$ cat src/rtl/mem_arbiter_pkg.sv
// MemArbPkg: shared requester indices, widths and memory command struct for mem_arbiter
package MemArbPkg;
  localparam int NUM_REQ = 3;
  localparam int MEM_ADDR_W = 32;
  localparam int MEM_DATA_W = 32;
  typedef enum logic [1:0] {
    REQ_DVI    = 2'd0,
    REQ_IFETCH = 2'd1,
    REQ_DATA   = 2'd2
  } req_idx_e;
  typedef struct packed {
    logic                    en;
    logic [MEM_DATA_W/8-1:0] we;
    logic [MEM_ADDR_W-1:0]   addr;
    logic [MEM_DATA_W-1:0]   wdata;
  } mem_cmd_st;
endpackage

$ cat src/rtl/mem_arb_rr2.sv
// mem_arb_rr2: two-way round-robin pick (req[0]=ifetch, req[1]=data; pick=1 selects data) with pointer register advanced by adv
module mem_arb_rr2 (
  input  logic       clk,
  input  logic       rst,
  input  logic [1:0] req,
  input  logic       adv,
  output logic       pick
);
  logic ptr;
  assign pick = req[1] && (!req[0] || !ptr);
  always_ff @(posedge clk or posedge rst) begin
    if (rst) ptr <= 1'b1;
    else if (adv) ptr <= pick;
  end
endmodule

$ cat src/rtl/mem_arbiter.sv
// mem_arbiter: 3-way single-port memory arbiter (DVI read priority with starvation cap, ifetch/data round-robin); ports: i_req/i_we/i_addr/i_wdata/i_wstrb in, o_gnt/o_rvalid/o_rdata out, o_mem_* command, i_mem_rdata
module mem_arbiter
  import MemArbPkg::*;
#(
  parameter int ADDR_W      = 32,
  parameter int DATA_W      = 32,
  parameter int MAX_DVI_RUN = 4
) (
  input  logic                               i_clk_core,
  input  logic                               i_rst_core,
  input  logic [NUM_REQ-1:0]                 i_req,
  input  logic [NUM_REQ-1:0]                 i_we,
  input  logic [NUM_REQ-1:0][ADDR_W-1:0]     i_addr,
  input  logic [NUM_REQ-1:0][DATA_W-1:0]     i_wdata,
  input  logic [NUM_REQ-1:0][DATA_W/8-1:0]   i_wstrb,
  output logic [NUM_REQ-1:0]                 o_gnt,
  output logic [NUM_REQ-1:0]                 o_rvalid,
  output logic [DATA_W-1:0]                  o_rdata,
  output logic                               o_mem_en,
  output logic [DATA_W/8-1:0]                o_mem_we,
  output logic [ADDR_W-1:0]                  o_mem_addr,
  output logic [DATA_W-1:0]                  o_mem_wdata,
  input  logic [DATA_W-1:0]                  i_mem_rdata
);
  localparam int RUN_W = $clog2(MAX_DVI_RUN + 1);
  logic             core_req;
  logic             dvi_cap;
  logic             pick_data;
  logic             is_wr;
  logic [RUN_W-1:0] dvi_run;
  logic [NUM_REQ-1:0] rd_tag;
  req_idx_e         sel;
  mem_cmd_st        cmd;
  assign core_req = i_req[REQ_IFETCH] | i_req[REQ_DATA];
  assign dvi_cap  = core_req && dvi_run == RUN_W'(MAX_DVI_RUN);
  mem_arb_rr2 u_rr2 (
    .clk  (i_clk_core),
    .rst  (i_rst_core),
    .req  ({i_req[REQ_DATA], i_req[REQ_IFETCH]}),
    .adv  (o_gnt[REQ_IFETCH] | o_gnt[REQ_DATA]),
    .pick (pick_data)
  );
  assign o_gnt = i_rst_core ? '0 :
                 (i_req[REQ_DVI] && !dvi_cap) ? 3'b001 :
                 !core_req ? '0 :
                 pick_data ? 3'b100 : 3'b010;
  assign sel   = o_gnt[REQ_DATA] ? REQ_DATA : o_gnt[REQ_IFETCH] ? REQ_IFETCH : REQ_DVI;
  assign is_wr = sel != REQ_DVI && i_we[sel];
  always_comb begin
    cmd       = '0;
    cmd.en    = |o_gnt;
    cmd.we    = (cmd.en && is_wr) ? MEM_DATA_W'(i_wstrb[sel]) / 1 : '0;
    cmd.addr  = MEM_ADDR_W'(i_addr[sel]);
    cmd.wdata = MEM_DATA_W'(i_wdata[sel]);
  end
  assign o_mem_en    = cmd.en;
  assign o_mem_we    = (DATA_W/8)'(cmd.we);
  assign o_mem_addr  = ADDR_W'(cmd.addr);
  assign o_mem_wdata = DATA_W'(cmd.wdata);
  // A DVI grant can only happen below the cap while a core request waits, so
  // the increment never needs an explicit saturation check.
  always_ff @(posedge i_clk_core or posedge i_rst_core) begin
    if (i_rst_core) begin
      dvi_run <= '0;
      rd_tag  <= '0;
    end else begin
      dvi_run <= (core_req && o_gnt[REQ_DVI]) ? dvi_run + RUN_W'(1) : '0;
      rd_tag  <= (cmd.en && !is_wr) ? o_gnt : '0;
    end
  end
  assign o_rvalid = rd_tag;
  assign o_rdata  = i_mem_rdata;
endmodule

$ cat config.mk
export PLATFORM = sky130hd
export DESIGN_NAME = mem_arbiter
export DESIGN_NICKNAME = d
export VERILOG_FILES = /design/src/rtl/mem_arbiter_pkg.sv /design/src/rtl/mem_arb_rr2.sv /design/src/rtl/mem_arbiter.sv
export SDC_FILE = /design/constraint.sdc
export NUM_CORES = 1
export LEC_CHECK = 0
export CAP_MARGIN = 20
export CORE_AREA = 5 5 134 136
export DETAILED_ROUTE_END_ITERATION = 10
export DIE_AREA = 0 0 139 141
export GPL_TIMING_DRIVEN = 0
export MAX_ROUTING_LAYER = met4
export PLACE_DENSITY = 0.6
export SLEW_MARGIN = 5
export SYNTH_ARGS = -nofsm -noshare
export SYNTH_HDL_FRONTEND = slang
export SYNTH_HIERARCHICAL = 1
export SYNTH_SLANG_ARGS = --single-unit
$ cat constraint.sdc
create_clock -name i_clk_core -period 2.4 [get_ports i_clk_core]
set_input_delay 0.36 -clock i_clk_core [delete_from_list [all_inputs] [get_ports i_clk_core]]
set_output_delay 0.36 -clock i_clk_core [all_outputs]
set_load 0.02 [all_outputs]
## Yosys cells after proc, flatten, opt, wreduce, memory -nomap -nowiden

Cells that the tools add are included.

| operators by class | value |
|---|---|
| $add $sub $neg | 1 |
| order comparisons | 1 |
| eq/ne operators | 1 |
| multiplexer cells | 17 |
| bitwise logic cells | 2 |
| reduce and logical (&&, ||, !) cells | 14 |

Operators by type and width:

| operator | number |
|---|---|
| binary-select mux 32 bit (select 2 bit) | 2 |
| two-way mux 32 bit | 2 |
| two-way mux 3 bit | 6 |
| binary-select mux 4 bit (select 2 bit) | 1 |
| two-way mux 4 bit | 2 |
| logical AND 1 bit | 7 |
| logical NOT 1 bit | 4 |
| adder 3 x 1 -> 3 bit (second input constant) | 1 |
| == test 3 bit (second input constant) | 1 |
| less-than comparator 2 x 3 -> 1 bit (second input constant) | 1 |
| OR reduction 3 bit | 1 |
| binary-select mux 1 bit (select 2 bit) | 1 |
| two-way mux 1 bit | 2 |
| two-way mux 2 bit | 1 |
| OR 1 bit | 2 |
| nonzero test 2 bit | 1 |
| logical OR 1 bit | 1 |

| storage, ports and cells | value |
|---|---|
| bits in registers | 7 |
| input bits | 244 |
| output and inout port bits | 107 |
| word-level logic and storage cells | 39 |

## Logic depth before layout (Yosys ltp)

| logic depth | value |
|---|---|
| word-level depth | 15 |
| depth in mapped cells | 8 |
| gate-level depth less buffers | 6 |

## By module

The synthesis kept the hierarchy.

By module, submodules not included:

| module | instances | cells an instance | area an instance (sq um) | sequential area each (sq um) |
|---|---|---|---|---|
| mem_arbiter | 1 | 214 | 2253.4 | 150.1 |
| mem_arb_rr2 | 1 | 4 | 56.3 | 26.3 |

## Least setup slack after synthesis

No wires, ideal clock.

| timing | value |
|---|---|
| path kind | input port to output port |
| from | in i_req[2] |
| to | out o_mem_wdata[22] |
| arrival time | 1.813 ns |
| required time | 2.040 ns |
| slack | 0.227 ns |
| stages | 5 |
| path buffers | 2 |
| cell sequence | a21boi_2 -> buf_2 -> clkbuf_1 -> mux2_2 -> mux2_1 |

| between the ends | value |
|---|---|
| cells in the longest elaborated chain, start to end | 10 |
| elaborated cells between the ends (all ways) | 13 |
| classes of those cells | mux (8); bitwise (1); reduce/logical (4) |

Ends and longest elaborated chain:

| item | line | RTL |
|---|---|---|
| start: declaration | mem_arbiter.sv:11 | `input logic [NUM_REQ-1:0] i_req,` |
| OR 1 bit | mem_arbiter.sv:34 | `assign core_req = i_req[REQ_IFETCH] \| i_req[REQ_DATA];` |
| logical AND 1 bit | mem_arbiter.sv:35 | `assign dvi_cap = core_req && dvi_run == RUN_W'(MAX_DVI_RUN);` |
| logical NOT 1 bit | mem_arbiter.sv:44 | `(i_req[REQ_DVI] && !dvi_cap) ? 3'b001 :` |
| logical AND 1 bit | mem_arbiter.sv:44 |  |
| two-way mux 3 bit (*) | mem_arbiter.sv:44 |  |
| two-way mux 3 bit (*) | mem_arbiter.sv:43 | `assign o_gnt = i_rst_core ? '0 :` |
| two-way mux 1 bit | mem_arbiter.sv:47 | `assign sel = o_gnt[REQ_DATA] ? REQ_DATA : o_gnt[REQ_IFETCH] ? REQ_IFETCH : REQ_DVI;` |
| two-way mux 2 bit (*) | mem_arbiter.sv:47 |  |
| binary-select mux 32 bit (select 2 bit) (*) | mem_arbiter.sv:54 | `cmd.wdata = MEM_DATA_W'(i_wdata[sel]);` |
| two-way mux 32 bit (not written as such) (*) | mem_arbiter.sv:54 |  |
| end: declaration | mem_arbiter.sv:22 | `output logic [DATA_W-1:0] o_mem_wdata,` |

Every way passes the cells marked *; elsewhere a longest branch is shown, timed or not. The select of a mux whose other input is x is not followed.

## Final worst setup path

| timing | value |
|---|---|
| from | reg dvi_run[1] |
| to | out o_mem_wdata[26] |

| between the ends | value |
|---|---|
| cells in the longest elaborated chain, start to end | 10 |

Ends and longest elaborated chain:

| item | line | RTL |
|---|---|---|
| start: declaration | mem_arbiter.sv:30 | `logic [RUN_W-1:0] dvi_run;` |
| start signal: assignment | mem_arbiter.sv:67 | `dvi_run <= (core_req && o_gnt[REQ_DVI]) ? dvi_run + RUN_W'(1) : '0;` |
| == test 3 bit (*) | mem_arbiter.sv:35 |  |
| logical AND 1 bit (*) | mem_arbiter.sv:35 |  |
| logical NOT 1 bit (*) | mem_arbiter.sv:44 |  |
| logical AND 1 bit (*) | mem_arbiter.sv:44 |  |
| two-way mux 3 bit (*) | mem_arbiter.sv:44 |  |
| two-way mux 3 bit (*) | mem_arbiter.sv:43 |  |
| two-way mux 1 bit | mem_arbiter.sv:47 |  |
| two-way mux 2 bit (*) | mem_arbiter.sv:47 |  |
| binary-select mux 32 bit (select 2 bit) (*) | mem_arbiter.sv:54 |  |
| two-way mux 32 bit (not written as such) (*) | mem_arbiter.sv:54 |  |

Marks and branches as above.

==> impl_metrics.prom <==
# TYPE chip_impl_metric gauge
chip_impl_info{name="status",value="complete, but fails checks"} 1
chip_impl_info{name="failed_checks",value="negative setup slack"} 1
chip_impl_metric{name="finalNetCount",unit=""} 799
chip_impl_metric{name="totalWireLength",unit="um"} 12300
chip_impl_metric{name="netlist_instances",unit=""} 218
chip_impl_info{name="regToRegStartpoint",value="dvi_run[1]"} 1
chip_impl_info{name="cpLargestDelayFamily",value="buffers and inverters"} 1
chip_impl_metric{name="track_usage",unit="%"} 11.7
chip_impl_metric{name="dieHeight",unit="um"} 141
chip_impl_metric{name="setup_viol",unit=""} 30
chip_impl_info{name="cell_with_the_most_instances_after_synthesis",value="sky130_fd_sc_hd__mux2_2"} 1
chip_impl_metric{name="synth-async-reset-ratio",unit="%"} 100
chip_impl_metric{name="grt_start_max_net_pins",unit=""} 11
chip_impl_metric{name="relSlewSlack",unit="%"} 78.6
chip_impl_info{name="startpoint",value="dvi_run[1]"} 1
chip_impl_metric{name="clock_slew_at_reported_path_ffs",unit="ps"} 40
chip_impl_metric{name="worst-endpoint-arrival",unit="ps"} 2100
chip_impl_metric{name="ant_nets",unit=""} 0
chip_impl_metric{name="portBuffers",unit=""} 313
chip_impl_metric{name="netlist-cell-type-count",unit=""} 29
chip_impl_metric{name="report.final.slew_viol_count",unit=""} 0
chip_impl_metric{name="worstPathRequired",unit="ps"} 2040
chip_impl_metric{name="timing.hold.worst_path_depth",unit=""} 2
chip_impl_info{name="tritoncts_clock_tree",value="done"} 1
chip_impl_metric{name="avgViaCountPerCell",unit=""} 3.84
chip_impl_metric{name="floorplan.initialDensity",unit="%"} 13.7
chip_impl_metric{name="p_per_area",unit="mW/mm^2"} 280
chip_impl_metric{name="ys_warn_count",unit=""} 6
chip_impl_metric{name="grt_pass1_wl",unit="um"} 18000
chip_impl_metric{name="synth_edf_count",unit=""} 0
chip_impl_metric{name="place.gp.congestion",unit=""} 0.835
chip_impl_info{name="cp_cell_sequence",value="inv_1 -> ha_2 -> nand2_2 -> a211o_4 -> clkinv_8 -> buf_16 -> clkbuf_16 -> mux2_4 -> buf_6"} 1
chip_impl_info{name="hp-class",value="flip-flop to flip-flop"} 1
chip_impl_metric{name="synth-seq-cells",unit=""} 7
chip_impl_metric{name="dr.first_iter.drc_count",unit=""} 40
chip_impl_metric{name="syn_avg_cell_area",unit="um^2"} 10.6
chip_impl_metric{name="critPathBufInv",unit=""} 5
chip_impl_metric{name="final_hold_viol_count",unit=""} 0
chip_impl_metric{name="finalWorstPathRequiredPeriod",unit="ps"} 2460
chip_impl_metric{name="p_int",unit="mW"} 1.19
chip_impl_info{name="synthTopCellsByCount",value="101 x sky130_fd_sc_hd__mux2_2, 35 x sky130_fd_sc_hd__buf_4, 21 x sky130_fd_sc_hd__mux2_4"} 1
chip_impl_metric{name="numCtsBuffers",unit=""} 3
chip_impl_metric{name="floorplan.rows",unit=""} 48
chip_impl_metric{name="p_total",unit="mW"} 1.72
chip_impl_info{name="root_buffer_selected_by_cts",value="sky130_fd_sc_hd__clkbuf_16"} 1
chip_impl_metric{name="tritoncts_num_sinks",unit=""} 7
chip_impl_metric{name="drc_errors",unit=""} 0
chip_impl_metric{name="worst_r2r_path_depth",unit=""} 11
chip_impl_metric{name="routed-via-count",unit=""} 2986
chip_impl_info{name="critPathKind",value="flip-flop to output port"} 1
chip_impl_metric{name="timing.max_cap.violations",unit=""} 0
chip_impl_metric{name="worstMarginPinSlew",unit="ps"} 321
chip_impl_metric{name="timing.final.crit_share",unit="%"} 102
chip_impl_info{name="critical_path.reg2reg.endpoint",value="u_rr2/ptr"} 1
chip_impl_metric{name="globalRouteOverflowTotal",unit=""} 0
chip_impl_metric{name="seq_area_frac_synth",unit="%"} 7.64
chip_impl_metric{name="syn-cell-area",unit="mm^2"} 0.00231
chip_impl_metric{name="final_layout_size_suffix_gt1_share",unit="%"} 48.9
chip_impl_metric{name="place_worst_setup_slack",unit="ps"} -1200
chip_impl_info{name="worstSetupEndpointType",value="output port"} 1
chip_impl_metric{name="fmax",unit="MHz"} 407
chip_impl_metric{name="latest_clock_arrival_within_the_worst_skew_pair",unit="ps"} 230
chip_impl_metric{name="placed_cells",unit=""} 756
chip_impl_metric{name="switching_power",unit="mW"} 0.532
chip_impl_metric{name="power.clock.fraction",unit="%"} 16.6
chip_impl_metric{name="power.combinational.fraction",unit="%"} 75.7
chip_impl_metric{name="hpwlAfterDp",unit="um"} 10500
chip_impl_metric{name="drtPass1Iterations",unit=""} 4
chip_impl_metric{name="core_area",unit="mm^2"} 0.0168
chip_impl_metric{name="power_switching_share",unit="%"} 30.9
chip_impl_metric{name="floorplan.io_pins",unit=""} 351
chip_impl_info{name="ys.flop_type",value="sky130_fd_sc_hd__dfrtp_1"} 1
chip_impl_metric{name="synth_top_area_share",unit="%"} 49.2
chip_impl_info{name="ys_top_cells_by_area",value="sky130_fd_sc_hd__mux2_2 49%, sky130_fd_sc_hd__mux2_4 14%, sky130_fd_sc_hd__buf_4 11%"} 1
chip_impl_metric{name="dieArea",unit="mm^2"} 0.0196
chip_impl_metric{name="antenna-diode-count",unit=""} 0
chip_impl_metric{name="area_growth",unit="%"} 167
chip_impl_info{name="min_delay_worst_endpoint",value="dvi_run[0]"} 1
chip_impl_info{name="synth_top_cell_by_area",value="sky130_fd_sc_hd__mux2_2"} 1
chip_impl_metric{name="final.setup_skew",unit="ps"} 0.778
chip_impl_metric{name="routed_wire_length_per_instance",unit="um"} 15.9
chip_impl_metric{name="vias_in_the_first_global_route",unit=""} 3353
chip_impl_metric{name="syn-num-nets",unit=""} 464
chip_impl_metric{name="layoutNonFillerInstCount",unit=""} 777
chip_impl_metric{name="max_buffers_root_to_sink",unit=""} 2
chip_impl_metric{name="antenna_found_initial",unit=""} 0
chip_impl_info{name="cp-start-kind",value="flip-flop"} 1
chip_impl_metric{name="power.leakage",unit="nW"} 2.59
chip_impl_metric{name="power.sequential.fraction",unit="%"} 7.7
chip_impl_metric{name="clock_tree.htree_level_count",unit=""} 1
chip_impl_metric{name="slowest_delay",unit="ps"} 370
chip_impl_metric{name="finalWorstSetupSlack",unit="ps"} -59.1
chip_impl_info{name="crit_path_top_delay_cell",value="sky130_fd_sc_hd__dfrtp_1"} 1
chip_impl_info{name="rsz0062_at_grt",value="yes"} 1
chip_impl_metric{name="r2r_slack",unit="ps"} 330
chip_impl_info{name="timing.hold.worst.start",value="dvi_run[0]"} 1
chip_impl_metric{name="die_width",unit="um"} 139
chip_impl_metric{name="crit_path_max_fanout",unit=""} 8
chip_impl_metric{name="ir_drop",unit="V"} 0.000164
-- how the worst max path moves through the flow --
stage / to / slack, ps / cells after the start
detailed placement: o_mem_addr[15] / -1200 / 7
global placement: o_mem_addr[15] / -1170 / 7
finish: o_mem_wdata[26] / -60 / 9
floorplan: o_mem_wdata[22] / 230 / 5
global route: o_mem_wdata[24] / -140 / 9
CTS: o_mem_wdata[14] / -160 / 10
-- final cells by class --
class                           instances  area [um^2]
Buffer                                 46          454
Multi-Input combinational cell        158         1830
Sequential cell                         7          176
Tap cell                              225          282
Fill cell                            1689        10700
Inverter                                6         38.8
Clock buffer                            4         78.8
Timing Repair Buffer                  331         3300
-- layout by cell type, fill, tap and decap left out, types with 2 or more instances in the layout --
master                            count
sky130_fd_sc_hd__nor3_1               2
sky130_fd_sc_hd__a32oi_1              3
sky130_fd_sc_hd__buf_6               47
sky130_fd_sc_hd__buf_8                3
sky130_fd_sc_hd__clkbuf_8             3
sky130_fd_sc_hd__buf_16               3
sky130_fd_sc_hd__clkdlybuf4s50_1    240
sky130_fd_sc_hd__buf_12               6
sky130_fd_sc_hd__inv_1                4
sky130_fd_sc_hd__buf_4               43
sky130_fd_sc_hd__dlygate4sd2_1        7
sky130_fd_sc_hd__clkbuf_16            4
sky130_fd_sc_hd__o211a_1              2
sky130_fd_sc_hd__nor2_1               9
sky130_fd_sc_hd__buf_2               22
sky130_fd_sc_hd__mux2_2              87
sky130_fd_sc_hd__mux2_4              42
sky130_fd_sc_hd__dfrtp_1              6
-- sequential cells by signal (all words and copies together) (netlist names) --
signal and flops:
dvi_run 3, o_rvalid 3, u_rr2/ptr 1
-- power groups by stage --
stage	combinational [mW]	clock (mW)	sequential, mW
4_1_cts	1.28	0.291	0.133
3_5_place_dp	1.22	0	0.134
3_3_place_gp	1.21	0	0.133
2_1_floorplan	0.573	0	0.135
6_report	1.30	0.286	0.133
5_1_grt	1.38	0.297	0.134
-- tightest hold or removal path, stage by stage, from the launching register on --
cell and delay (ps):
sky130_fd_sc_hd__dfrtp_1 330, sky130_fd_sc_hd__buf_4 110, sky130_fd_sc_hd__nor2_1 40
-- timing repair --
item	CTS	global route
setup buffers	8	8
cloned	4	1
hold buffers	0	0
pin swaps	1	2
resized for setup	336	87
endpoints found under the setup margin	70	67
-- layer usage --
metal	up-vias	global-route usage, %	share of wire (%)
met1	1357	12.5	36
li1	1435	-	-
met5	-	-	0
met2	179	21.9	55
met3	15	2.58	7.6
met4	0	2.68	1.5
-- cells by family after synthesis --
logic type,synth area share (%)
AO/OA/AOI/OAI,3.85
XOR/XNOR,0.379
adder cells (fa/ha/maj),1.08
buffers and inverters,17.1
flip-flops,7.64
multiplexers,66.3
AND/OR/NAND/NOR,3.68
-- stage by stage --
step	area (um^2)	utilization (%)	TNS (ps)	hold WS, ps
final	6160	36.7	-1390	518
after global routing	6160	36.7	-5650	564
after CTS	6060	36.0	-4680	523
after detailed placement	5720	34.0	-72200	457
after floorplan	2310	-	0	176
after global placement	5720	34.0	-69520	446
No activity file was read; power rests on OpenSTA's default activity.
==> variant: new RTL, config.mk and constraints unchanged <==
Reset style: synchronous (`i_rst_core` and `rst`), changed in 2 clocked blocks.
--- a/src/rtl/mem_arb_rr2.sv
+++ b/src/rtl/mem_arb_rr2.sv
@@ -10,3 +10,3 @@
   assign pick = req[1] && (!req[0] || !ptr);
-  always_ff @(posedge clk or posedge rst) begin
+  always_ff @(posedge clk) begin
     if (rst) ptr <= 1'b1;
--- a/src/rtl/mem_arbiter.sv
+++ b/src/rtl/mem_arbiter.sv
@@ -61,3 +61,3 @@
   // the increment never needs an explicit saturation check.
-  always_ff @(posedge i_clk_core or posedge i_rst_core) begin
+  always_ff @(posedge i_clk_core) begin
     if (i_rst_core) begin
Function: differs if i_rst_core is asserted again (counterexample within 4 cycles, from zero or initial values and one cycle with i_rst_core high); with i_rst_core held inactive, the same outputs for 10 cycles.
==> variant against the original RTL <==
The flow still finishes with violations (setup timing). Synthesized area increased by 2.0%. Worst setup slack improved by 25 ps. Total power decreased by 3.6%. Combinational power decreased by 4%. Sequential cell count unchanged. Die area unchanged. Routed wire length increased by 3.4%. Cell area increased by 0.65%. Critical endpoint is now o_mem_addr[21]. Largest cell class unchanged. Largest power group unchanged.
==> variant: results (changes against the original RTL) <==
| Metric | Value |
|---|---|
| Clock Path Buffers | `2 (unchanged)` |
| Library cells used by synthesis | `27 (-6.9%)` |
| Avg WL per Cell | `16.4 um (+3.2%)` |
| Worst setup endpoint | `o_mem_addr[21]` |
| CP max stage cell | `a211o_4` |
| Failing checks | `setup timing` |
| CP Data Arrival Time | `2070 ps (-30 ps)` |
| P_comb | `0.00125 W (-4%)` |
| Mean number of vias per cell | `3.85 (about the same)` |
| Slew headroom | `0.802 (+0.0162)` |
| HPWL Detailed | `10,900 um (+3.9%)` |
| VDD IR max | `0.000397 V (+140%)` |
| Nets | `800 (+0.13%)` |
| Async SR Flop Fraction | `0 (-1.00)` |
| Commonest cells in the netlist | `88 x mux2_2, 40 x mux2_4, 34 x buf_4` |
| Worst min path class | `flip-flop to flip-flop` |
| Number of global-route vias before repair | `3,373 (+0.60%)` |
| CTS root buf | `clkbuf_16` |
| Largest stage delay on the critical path | `350 ps (-20 ps)` |
| Sw power | `0.000508 W (-4.5%)` |
| Worst R2R Start | `dvi_run[1]` |
| Mapped Cells | `218 (unchanged)` |
| Worst hold path endpoint | `dvi_run[0]` |
| CTS Buf Count | `3 (unchanged)` |
| Finished Layout Cells | `778 (+0.13%)` |
| Flop pwr share | `0.075 (-0.002)` |
| GRT Total Usage | `0.121 (+0.00417)` |
| Post_cts resized | `333 (-0.89%)` |
| Post-CTS Setup Bufs | `9 (+1)` |
| Post-Synth Adder-Cell Area | `0.0106 (-0.000213)` |
| CP top delay family | `buffers and inverters` |
| Fraction of the mapped netlist area in compound gates | `0.0398 (+0.00137)` |
| Final setup fails | `18 (-40%)` |
| RR Endpoint | `u_rr2/ptr` |
| Initial DRC Count | `24 (-40%)` |
| Register-to-register setup slack | `780 ps (+450 ps)` |
| Share of cells above drive strength 1 | `0.490 (+0.000924)` |
| GPL Wtd Cong | `0.876 (+4.8%)` |
| Final worst slack | `-34.0 ps (+25.1 ps)` |
| Internal power | `0.00115 W (-3.2%)` |
| Worst Path Max Fanout | `7 (-1)` |
| Clock-pin transition on the worst setup and hold timing paths | `40 ps (about the same)` |
| Sequential area share after synthesis | `0.0595 (-0.0169)` |
| Maximum number of pins on one net before global-route repair | `12 (+1)` |
| Leading post-synthesis cells by cell area | `mux2_2 42%, mux2_4 25%, buf_4 11%` |
| First-pass GRT wire length | `18,500 um (+3.1%)` |
| Place WS | `-1390 ps (-188 ps)` |
| Dominant synthesized flop cell | `dfxtp_1` |
| Clock Skew | `1.81 ps (+1.03 ps)` |
| Mux cell area share after synthesis | `0.676 (+0.0125)` |
| XOR/XNOR share of the synthesized area | `0.00372 (-0.0000745)` |
| Worst hold margin | `504 ps (-13.4 ps)` |
| CP Launch Point | `dvi_run[1]` |
| LEAKAGE | `2.59 nW (-0.12%)` |
| R2R depth | `8 (-3)` |
| Syn Nets | `464 (unchanged)` |
| Status | `finished, violations left` |
| Dpl cell area | `0.00577 mm^2 (+0.81%)` |
| Worst Hold Launch | `dvi_run[0]` |
[variant: worst register-to-register path: stages (launching register included)]
cell	delay (ps)
dfxtp_2	310
inv_2	60
ha_4	130
nand2_4	40
a211o_4	350
inv_6	90
buf_4	190
nor2b_1	70
a211o_1	250
[variant: area by class of cell]
class / instances / area, um^2
Buffer: 47 / 493
Clock buffer: 4 / 78.8
Inverter: 5 / 23.8
Fill cell: 1643 / 10600
Sequential cell: 7 / 143
Multi-Input combinational cell: 159 / 1850
Tap cell: 225 / 282
Timing Repair Buffer: 331 / 3340
[variant: per-stage QoR]
stage | TNS (ps) | util
floorplan | 0 | -
global placement | -76970 | 0.343
detailed placement | -80960 | 0.343
CTS | -1060 | 0.359
global route | -3060 | 0.369
finish | -352 | 0.369
[variant: layer usage]
metal  GRT usage  wire length, um  vias to the layer above
met4      0.0196              184                        0
li1            -                -                     1437
met5           -                0                        -
met1       0.139             5150                     1321
met2       0.218             6350                      222
met3      0.0295             1070                       12
